`src/rtl/trace_link_pkg.sv`:
```
// Shared constants for the trace link controller: host opcodes, reply bytes,
// FSM state encodings and the status-byte layout.
package trace_link_pkg;

  localparam logic [7:0] OP_WIDTH = 8'h57;
  localparam logic [7:0] OP_EN    = 8'h45;
  localparam logic [7:0] OP_STAT  = 8'h53;
  localparam logic [7:0] OP_VER   = 8'h56;
  localparam logic [7:0] ACK      = 8'h06;
  localparam logic [7:0] NAK      = 8'h15;

  localparam logic [0:0] P_IDLE = 1'b0;
  localparam logic [0:0] P_ARG  = 1'b1;

  localparam logic [1:0] T_IDLE    = 2'd0;
  localparam logic [1:0] T_START   = 2'd1;
  localparam logic [1:0] T_WAIT_HI = 2'd2;
  localparam logic [1:0] T_WAIT_LO = 2'd3;

  localparam int ST_OVF   = 7;
  localparam int ST_EN    = 6;
  localparam int ST_EMPTY = 5;
  localparam int ST_LOST  = 4;

  function automatic logic [7:0] status_byte(input logic ovf, input logic en,
                                             input logic empty, input logic lost,
                                             input logic [1:0] w);
    logic [7:0] s;
    s           = {6'b0, w};
    s[ST_OVF]   = ovf;
    s[ST_EN]    = en;
    s[ST_EMPTY] = empty;
    s[ST_LOST]  = lost;
    return s;
  endfunction

endpackage

```
`src/rtl/sync_fifo.sv`:
```
// Single-clock FIFO with first-word-fall-through read data.
// Push when full and pop when empty are ignored.
module sync_fifo #(
  parameter int W  = 8,
  parameter int AW = 4
) (
  input  logic         clk,
  input  logic         rst,
  input  logic         push,
  input  logic [W-1:0] wdata,
  input  logic         pop,
  output logic [W-1:0] rdata,
  output logic         full,
  output logic         empty
);

  localparam logic [AW:0] DEPTH = {1'b1, {AW{1'b0}}};

  logic [W-1:0]  mem [2**AW];
  logic [AW-1:0] wptr_q, wptr_d, rptr_q, rptr_d;
  logic [AW:0]   cnt_q, cnt_d;
  logic          do_push, do_pop;

  assign full    = (cnt_q == DEPTH);
  assign empty   = (cnt_q == '0);
  assign rdata   = mem[rptr_q];
  assign do_push = push & ~full;
  assign do_pop  = pop & ~empty;

  always_comb begin
    wptr_d = wptr_q + AW'(do_push);
    rptr_d = rptr_q + AW'(do_pop);
    cnt_d  = cnt_q + (AW+1)'(do_push) - (AW+1)'(do_pop);
  end

  always_ff @(posedge clk) begin
    if (rst) begin
      wptr_q <= '0;
      rptr_q <= '0;
      cnt_q  <= '0;
    end else begin
      wptr_q <= wptr_d;
      rptr_q <= rptr_d;
      cnt_q  <= cnt_d;
    end
  end

  always_ff @(posedge clk) begin
    if (do_push) mem[wptr_q] <= wdata;
  end

endmodule

```
`src/rtl/trace_link_ctrl.sv`:
```
// Host command parser, trace byte buffer and UART transmit arbiter.
// Command replies always win over trace data, but only between bytes.
module trace_link_ctrl
  import trace_link_pkg::*;
#(
  parameter int         FIFO_AW       = 4,
  parameter int         ARG_TIMEOUT   = 480000,
  parameter logic [7:0] VERSION       = 8'h01,
  parameter logic [1:0] DEFAULT_WIDTH = 2'b11,
  parameter logic       DEFAULT_EN    = 1'b1
) (
  input  logic       clk,
  input  logic       rst,
  input  logic       rx_strobe,
  input  logic [7:0] rx_byte,
  input  logic       rx_err,
  input  logic       trace_dvalid,
  input  logic [7:0] trace_byte,
  input  logic       tx_busy,
  output logic       tx_start,
  output logic [7:0] tx_byte,
  output logic [1:0] width,
  output logic       trace_en,
  output logic       ovf
);

  localparam int TW = (ARG_TIMEOUT > 1) ? $clog2(ARG_TIMEOUT) : 1;

  logic [0:0]    ps_q, ps_d;
  logic [7:0]    op_q, op_d;
  logic [TW-1:0] timer_q, timer_d;
  logic [1:0]    width_q, width_d;
  logic          en_q, en_d, ovf_q, ovf_d, lost_q, lost_d;
  logic          resp_full_q, resp_full_d;
  logic [7:0]    resp_q, resp_d, resp_val;
  logic          resp_push, resp_pop, stat_clr;
  logic [1:0]    arb_q, arb_d, wcnt_q, wcnt_d;
  logic [7:0]    txb_q, txb_d;
  logic          fifo_push, fifo_pop, fifo_full, fifo_empty, tx_lost;
  logic [7:0]    fifo_rdata;

  assign fifo_push = trace_dvalid & en_q & ~fifo_full;

  sync_fifo #(.W(8), .AW(FIFO_AW)) u_fifo (
    .clk(clk), .rst(rst), .push(fifo_push), .wdata(trace_byte), .pop(fifo_pop),
    .rdata(fifo_rdata), .full(fifo_full), .empty(fifo_empty)
  );

  always_comb begin
    ps_d      = ps_q;
    op_d      = op_q;
    timer_d   = timer_q;
    width_d   = width_q;
    en_d      = en_q;
    resp_push = 1'b0;
    resp_val  = NAK;
    stat_clr  = 1'b0;
    if (rx_err) begin
      resp_push = 1'b1;
      ps_d      = P_IDLE;
    end else if (ps_q == P_IDLE) begin
      if (rx_strobe) begin
        case (rx_byte)
          OP_WIDTH, OP_EN: begin
            op_d    = rx_byte;
            timer_d = '0;
            ps_d    = P_ARG;
          end
          OP_STAT: begin
            resp_push = 1'b1;
            resp_val  = status_byte(ovf_q, en_q, fifo_empty, lost_q, width_q);
            stat_clr  = 1'b1;
          end
          OP_VER:  begin resp_push = 1'b1; resp_val = VERSION; end
          default: resp_push = 1'b1;
        endcase
      end
    end else begin
      if (rx_strobe) begin
        resp_push = 1'b1;
        ps_d      = P_IDLE;
        if (op_q == OP_WIDTH && rx_byte <= 8'd3) begin
          width_d  = rx_byte[1:0];
          resp_val = ACK;
        end else if (op_q == OP_EN && rx_byte <= 8'd1) begin
          en_d     = rx_byte[0];
          resp_val = ACK;
        end
      end else if (timer_q == TW'(ARG_TIMEOUT - 1)) begin
        resp_push = 1'b1;
        ps_d      = P_IDLE;
      end else begin
        timer_d = timer_q + TW'(1);
      end
    end
  end

  always_comb begin
    arb_d    = arb_q;
    txb_d    = txb_q;
    wcnt_d   = wcnt_q;
    resp_pop = 1'b0;
    fifo_pop = 1'b0;
    tx_lost  = 1'b0;
    case (arb_q)
      T_IDLE: if (!tx_busy) begin
        if (resp_full_q) begin
          txb_d    = resp_q;
          resp_pop = 1'b1;
          arb_d    = T_START;
        end else if (!fifo_empty) begin
          txb_d    = fifo_rdata;
          fifo_pop = 1'b1;
          arb_d    = T_START;
        end
      end
      T_START: begin
        arb_d  = T_WAIT_HI;
        wcnt_d = '0;
      end
      // A UART that never raises busy has eaten the byte; count it as lost.
      T_WAIT_HI: begin
        if (tx_busy) arb_d = T_WAIT_LO;
        else if (wcnt_q == 2'd3) begin
          arb_d   = T_IDLE;
          tx_lost = 1'b1;
        end else wcnt_d = wcnt_q + 2'd1;
      end
      default: if (!tx_busy) arb_d = T_IDLE;
    endcase
  end

  // Slot freed by the arbiter this cycle can take a new reply immediately.
  always_comb begin
    resp_full_d = resp_full_q & ~resp_pop;
    resp_d      = resp_q;
    lost_d      = lost_q & ~stat_clr;
    ovf_d       = ovf_q & ~stat_clr;
    if (resp_push) begin
      if (!resp_full_q || resp_pop) begin
        resp_full_d = 1'b1;
        resp_d      = resp_val;
      end else lost_d = 1'b1;
    end
    if ((trace_dvalid & en_q & fifo_full) | tx_lost) ovf_d = 1'b1;
  end

  always_ff @(posedge clk) begin
    if (rst) begin
      ps_q        <= P_IDLE;
      op_q        <= '0;
      timer_q     <= '0;
      width_q     <= DEFAULT_WIDTH;
      en_q        <= DEFAULT_EN;
      ovf_q       <= 1'b0;
      lost_q      <= 1'b0;
      resp_full_q <= 1'b0;
      resp_q      <= '0;
      arb_q       <= T_IDLE;
      wcnt_q      <= '0;
      txb_q       <= '0;
    end else begin
      ps_q        <= ps_d;
      op_q        <= op_d;
      timer_q     <= timer_d;
      width_q     <= width_d;
      en_q        <= en_d;
      ovf_q       <= ovf_d;
      lost_q      <= lost_d;
      resp_full_q <= resp_full_d;
      resp_q      <= resp_d;
      arb_q       <= arb_d;
      wcnt_q      <= wcnt_d;
      txb_q       <= txb_d;
    end
  end

  assign tx_start = (arb_q == T_START);
  assign tx_byte  = txb_q;
  assign width    = width_q;
  assign trace_en = en_q;
  assign ovf      = ovf_q;

endmodule

```
`config.mk`:
```
export PLATFORM = sky130hd
export DESIGN_NAME = trace_link_ctrl
export DESIGN_NICKNAME = d
export VERILOG_FILES = /design/src/rtl/trace_link_pkg.sv /design/src/rtl/sync_fifo.sv /design/src/rtl/trace_link_ctrl.sv
export SDC_FILE = /design/constraint.sdc
export NUM_CORES = 1
export LEC_CHECK = 0
export CAP_MARGIN = 20
export CELL_PAD_IN_SITES_DETAIL_PLACEMENT = 0
export CELL_PAD_IN_SITES_GLOBAL_PLACEMENT = 1
export CORE_UTILIZATION = 53
export CTS_BUF_LIST = sky130_fd_sc_hd__clkbuf_16
export CTS_CLUSTER_DIAMETER = 50
export DETAILED_ROUTE_END_ITERATION = 16
export DONT_BUFFER_PORTS = 1
export MAX_ROUTING_LAYER = met4
export PLACE_DENSITY_LB_ADDON = 0.1
export SETUP_SLACK_MARGIN = 0.5
export SLEW_MARGIN = 30
export SYNTH_ARGS = -nofsm -noshare
export SYNTH_HDL_FRONTEND = slang
export SYNTH_SLANG_ARGS = --single-unit
```
`constraint.sdc`:
```
create_clock -name clk -period 4 [get_ports clk]
set_input_delay 1 -clock clk [delete_from_list [all_inputs] [get_ports clk]]
set_output_delay 1 -clock clk [all_outputs]
set_load 0.005 [all_outputs]
```
After elaboration in Yosys (flattened, before gate mapping)
Memories as Yosys holds them, arrays and structs flattened. A register that Yosys moved wholly into a read port is not among the register bits.
Index checks and enable logic that the tools add are counted.

storage, ports and cells
  flip-flop bits (word level) = 67
  input bits = 22
  memory bits (writable) = 128
  logic and storage cells = 137
  memories = 1
  output and inout bits = 13

operators by class
  bitwise operators = 17
  reductions and logical operators = 19
  equality and inequality tests = 20
  muxes and demuxes = 57
  $lt $le $gt $ge = 2
  $add $sub $neg = 6

memory list
  memory      words  width  rd ports  clocked after Yosys merged registers in  wr ports  line             source
  u_fifo.mem  16     8      1         1                                        1         sync_fifo.sv:19  logic [W-1:0] mem [2**AW];

operators with widths
  kind                                                             number
  two-way mux 19 bit                                               5
  equality test 8 x 7 -> 1 bit (second input constant)             6
  two-way mux 8 bit                                                5
  two-way mux 1 bit                                                32
  adder 19 x 1 -> 19 bit (second input constant)                   1
  equality test 19 bit (second input constant)                     1
  two-way mux 2 bit                                                8
  one-hot mux 8 bit (2 select lines)                               1
  two-way mux 5 bit                                                3
  != test 2 bit (second input constant)                            6
  AND reduction 4 bit                                              3
  AND reduction 5 bit                                              2
  adder 4 x 1 -> 4 bit                                             2
  AND 1 bit                                                        8
  less-or-equal comparator 8 x 1 -> 1 bit (second input constant)  1
  less-or-equal comparator 8 x 2 -> 1 bit (second input constant)  1
  NOT 1 bit                                                        8
  != test 3 bit (second input constant)                            2
  one-hot mux 2 bit (3 select lines)                               1
  AND reduction 3 bit                                              2
  nonzero test 2 bit                                               3
  adder 5 x 1 -> 5 bit                                             1
  equality test 5 bit (second input constant)                      1
  logical NOT 5 bit                                                1
  other kinds (14)                                                 17

Logic depth before layout (Yosys ltp)
  depth after elaboration = 9
  depth in mapped cells = 12
  gate-level depth less buffers = 12

Hierarchy
Synthesis repeated with hierarchy kept, for this count alone.

unflattened totals
  cells, all modules = 599
  area, all modules = 8,328.0 um^2

modules (own cells, without submodules)
  module           cells each  sequential area each (um^2)  area each (um^2)  instances
  sync_fifo        289         4,103.9                      5,655.4           1
  trace_link_ctrl  310         1,061.0                      2,672.6           1

Least setup slack after synthesis
Ideal clock, no wire load.

  kind = input-to-reg
  start point = in tx_busy
  end point = reg u_fifo.cnt_q[4]
  arrival = 3.058 ns
  library setup time = 0.071 ns
  required time = 3.929 ns
  stages on the path = 11
  setup slack = 0.872 ns
  path buffers = 1
  cell sequence = clkbuf_1 -> nor3_1 -> and3_1 -> ha_1 -> inv_1 -> ha_1 -> fa_1 -> a21oi_1 -> nor2_1 -> or3_1 -> a21oi_1

on the way
  cells in the longest elaborated chain, start to end = 4

ends and longest elaborated chain
  what                       line                    source
  start: declaration         trace_link_ctrl.sv:19   input logic tx_busy,
  two-way mux 1 bit          trace_link_ctrl.sv:106  T_IDLE: if (!tx_busy) begin
  two-way mux 1 bit          trace_link_ctrl.sv:105  case (arb_q)
  AND 1 bit                  sync_fifo.sv:28         assign do_pop = pop & ~empty;
  subtractor 5 x 1 -> 5 bit  sync_fifo.sv:33         cnt_d = cnt_q + (AW+1)'(do_push) - (AW+1)'(do_pop);
  end signal: assignment     sync_fifo.sv:44         cnt_q <= cnt_d;
  end: declaration           sync_fifo.sv:21         logic [AW:0] cnt_q, cnt_d;

Every way passes these cells.
A chain may end at the register's enable or synchronous reset.

Final worst setup path
  start point = reg u_fifo.cnt_q[3]
  end point = reg u_fifo.cnt_q[4]

on the way
  cells in the longest elaborated chain, start to end = 7
  elaborated cells on any way between the ends = 13
  classes of those cells = add/sub: 2; eq/ne: 1; mux: 4; bitwise: 5; reduce/logical: 1

ends and longest elaborated chain
  what                                                                          line
  parallel branches: the longest is 6 deep, another holds adder 5 x 1 -> 5 bit  n/a
  subtractor 5 x 1 -> 5 bit (*)                                                 sync_fifo.sv:33

Mark *: on every way between the ends.

==> impl_metrics.ini <==
[sta]
hold_viol_final = 0
finalSetupViolations = 0
maxSlewHeadroom_pct = 36.4
clock.fmax_mhz = 316
final.setup.tns_ps = 0
worst_pin_slew_ps = 951
min_period_ps = 3170
drv_slew = 0
finClkSkew_ps = 11.1
rsz0062_at_grt = no
fin_crit_sh_pct = 79.1

[route]
wl_per_cell_um = 20.6
drt_iter0_markers = 430
drcViolationCount = 0
vias = 4738
vias_per_cell = 6.01
ant_nets = 0
first_pass_iters = 5
totalWireLength_um = 16300

[grt]
first_global_vias = 4686
grt_pass1_wl_um = 25900
gr-total-overflow = 0
antenna_found_initial = 1
grt_usage_pct = 23.0
grt_max_degree = 39

[floorplan]
fp.dieH_um = 126
rows = 44
pin_count = 35
core-area_sq_mm = 0.0148
die_area_sq_mm = 0.0159
start_util_pct = 55.3
dieWidth_um = 126

[setup_path]
cp.required_ps = 4370
reg2reg_slack_ps = 830
reg2reg_from = u_fifo.cnt_q[3]
cp-startpoint = u_fifo.cnt_q[3]
cp_max_fo = 4
reg2reg_depth = 12
worst-setup-path-type = reg2reg
endpoint = u_fifo.cnt_q[4]
critical_path.reg2reg.endpoint = u_fifo.cnt_q[4]
critPathArrivalTime_ps = 3530
end_kind = register
startpoint_type = register

[synth]
synth_cell_type_count = 62
yosys-mux-area-fraction_pct = 10.8
ys_seq_area_share_pct = 63.3
synth_fa_ha_area_share_pct = 2.09
synth_compound_area_share_pct = 7.43
synth_top_family_by_area = simple AND/OR/NAND/NOR gates
synth_cells = 587
yosys_register_bits = 194
synthArstFlopShare_pct = 0
yosys_warnings = 0
synth-xor-area-share_pct = 1.92
synth_edf_count = 128
syn_area_per_cell_sq_um = 13.9
syn_area_sq_mm = 0.00815
ys.flop_type = edfxtp_1
synthesis.nets = 622
synth-simple-area-share_pct = 12.2

[clocking]
cts.htree.levels = 4
clk_path_buf_depth = 2
cts_tree = built
holdBufCountCts = 0
cts.clk_slew.worst_paths_ps = 70
cts.sinks = 194
clock_latency_ps = 430
cts_buffers = 17
clockRootBuffer = clkbuf_16
postCtsSetupRepairBufs = 0
cts.repair.resized = 0

[run_status]
outcome = complete, no violations

[placed_design]
numPortBuffers = 0
postPlaceCellArea_sq_mm = 0.00835
hpwl_um = 11100
gp_congestion = 0.780

[final_layout]
fin_area_sq_mm = 0.00896
final_common_cell = edfxtp_1
final_nets = 625
n_fill_cell = 1153
multi_input_area_sq_mm = 0.00283
layout_common_cells = edfxtp_1 (128), dfxtp_1 (64), nor2_1 (46)
area_delta_synth_final_pct = 9.88
drive_gt1_share_pct = 15.8
seqCellArea_sq_mm = 0.00517

[min_path]
hold_class = reg2reg
hold_path.startpoint = op_q[6]

[power]
ir_drop_uv = 360
power_density_mw_per_mm2 = 516
p_leak_nw = 2.88

[run]
cap_violations = 0
-- cell type report --
type | instances | share of cell area [%]
Timing Repair Buffer | 12 | 1.01
Tap cell | 184 | 2.57
Antenna cell | 1 | 0.0279
Multi-Input combinational cell | 351 | 31.6
Clock inverter | 15 | 1.83
Inverter | 14 | 0.587
Clock buffer | 17 | 4.75
Sequential cell | 194 | 57.7
-- worst min-delay path by stage --
stage	endpoint	slack, ps	depth (start not counted)
after global routing	op_q[6]	450	2
after floorplan	op_q[2]	420	2
after global placement	op_q[2]	420	2
after CTS	op_q[6]	440	2
final	op_q[6]	440	2
after detailed placement	op_q[6]	430	2
-- synthesized netlist by cell type (all sizes together) (12+ instances only) --
cell | instances | share of area, %
dfxtp | 66 | 16
clkbuf | 17 | 0.80
mux4 | 33 | 9.1
nor2b | 14 | 1.1
ha | 12 | 1.8
nand3 | 19 | 1.2
nor3 | 13 | 0.80
nor2 | 48 | 2.2
or3 | 12 | 0.92
xnor2 | 14 | 1.6
nand2 | 23 | 1.1
o21ai | 19 | 1.2
edfxtp | 128 | 47
a21oi | 32 | 2.0
inv | 14 | 0.64
mux2i | 13 | 1.6
-- power breakdown --
| part | switching [W] | leakage (nW) | total (W) | internal, W |
|---|---|---|---|---|
| Combinational | 0.000295 | 0.903 | 0.000611 | 0.000315 |
| Sequential | 0.000109 | 1.69 | 0.00235 | 0.00224 |
| Clock | 0.000779 | 0.284 | 0.00167 | 0.000889 |
-- sequential cells by signal, summed over array words and instances (netlist names), 2 cells and up --
signal         cells
u_fifo.wptr_q      4
u_fifo.cnt_q       5
wcnt_q             2
op_q               8
u_fifo.mem       128
u_fifo.rptr_q      4
resp_q             7
width              2
tx_byte            8
timer_q           19
arb_q              2
-- cell families after synthesis --
family | after synthesis
simple gates | 180
fa+ha+maj | 13
mux | 47
flops | 194
buf+inv | 42
compound gates | 94
xor+xnor | 17
-- critical path: stages, from the launching register on --
cell and delay [ps]:
dfxtp_1 330, inv_1 90, ha_1 150, or4b_2 650, and3_1 250, ha_1 280
inv_1 40, ha_1 220, fa_1 410, a21oi_1 140, nor2_1 60, or3_1 340
a21oi_1 130
-- routing by layer --
layer  vias to the layer above  GRT usage [%]  part of all wire, %  routed length [um]
met5                         -              -                    0                   0
met4                         0           6.73                  1.2                 189
met3                        12           6.46                  5.7                 926
met2                       105           35.5                   48                7820
met1                      2353           30.0                   45                7330
li1                       2268              -                    -                   -
-- stage by stage --
step / utilization [%] / worst slack (ps) / cells / hold slack, ps / total power (W)
after floorplan: - / 872 / 587 / 421 / 0.00284
after global placement: 56.6 / 902 / 755 / 425 / 0.00299
after detailed placement: 56.6 / 840 / 755 / 433 / 0.00301
after CTS: 60.6 / 842 / 787 / 443 / 0.00466
after global routing: 60.7 / 657 / 788 / 454 / 0.00483
final: 60.7 / 834 / 788 / 444 / 0.00462
Power figures use the tool's default switching activity.
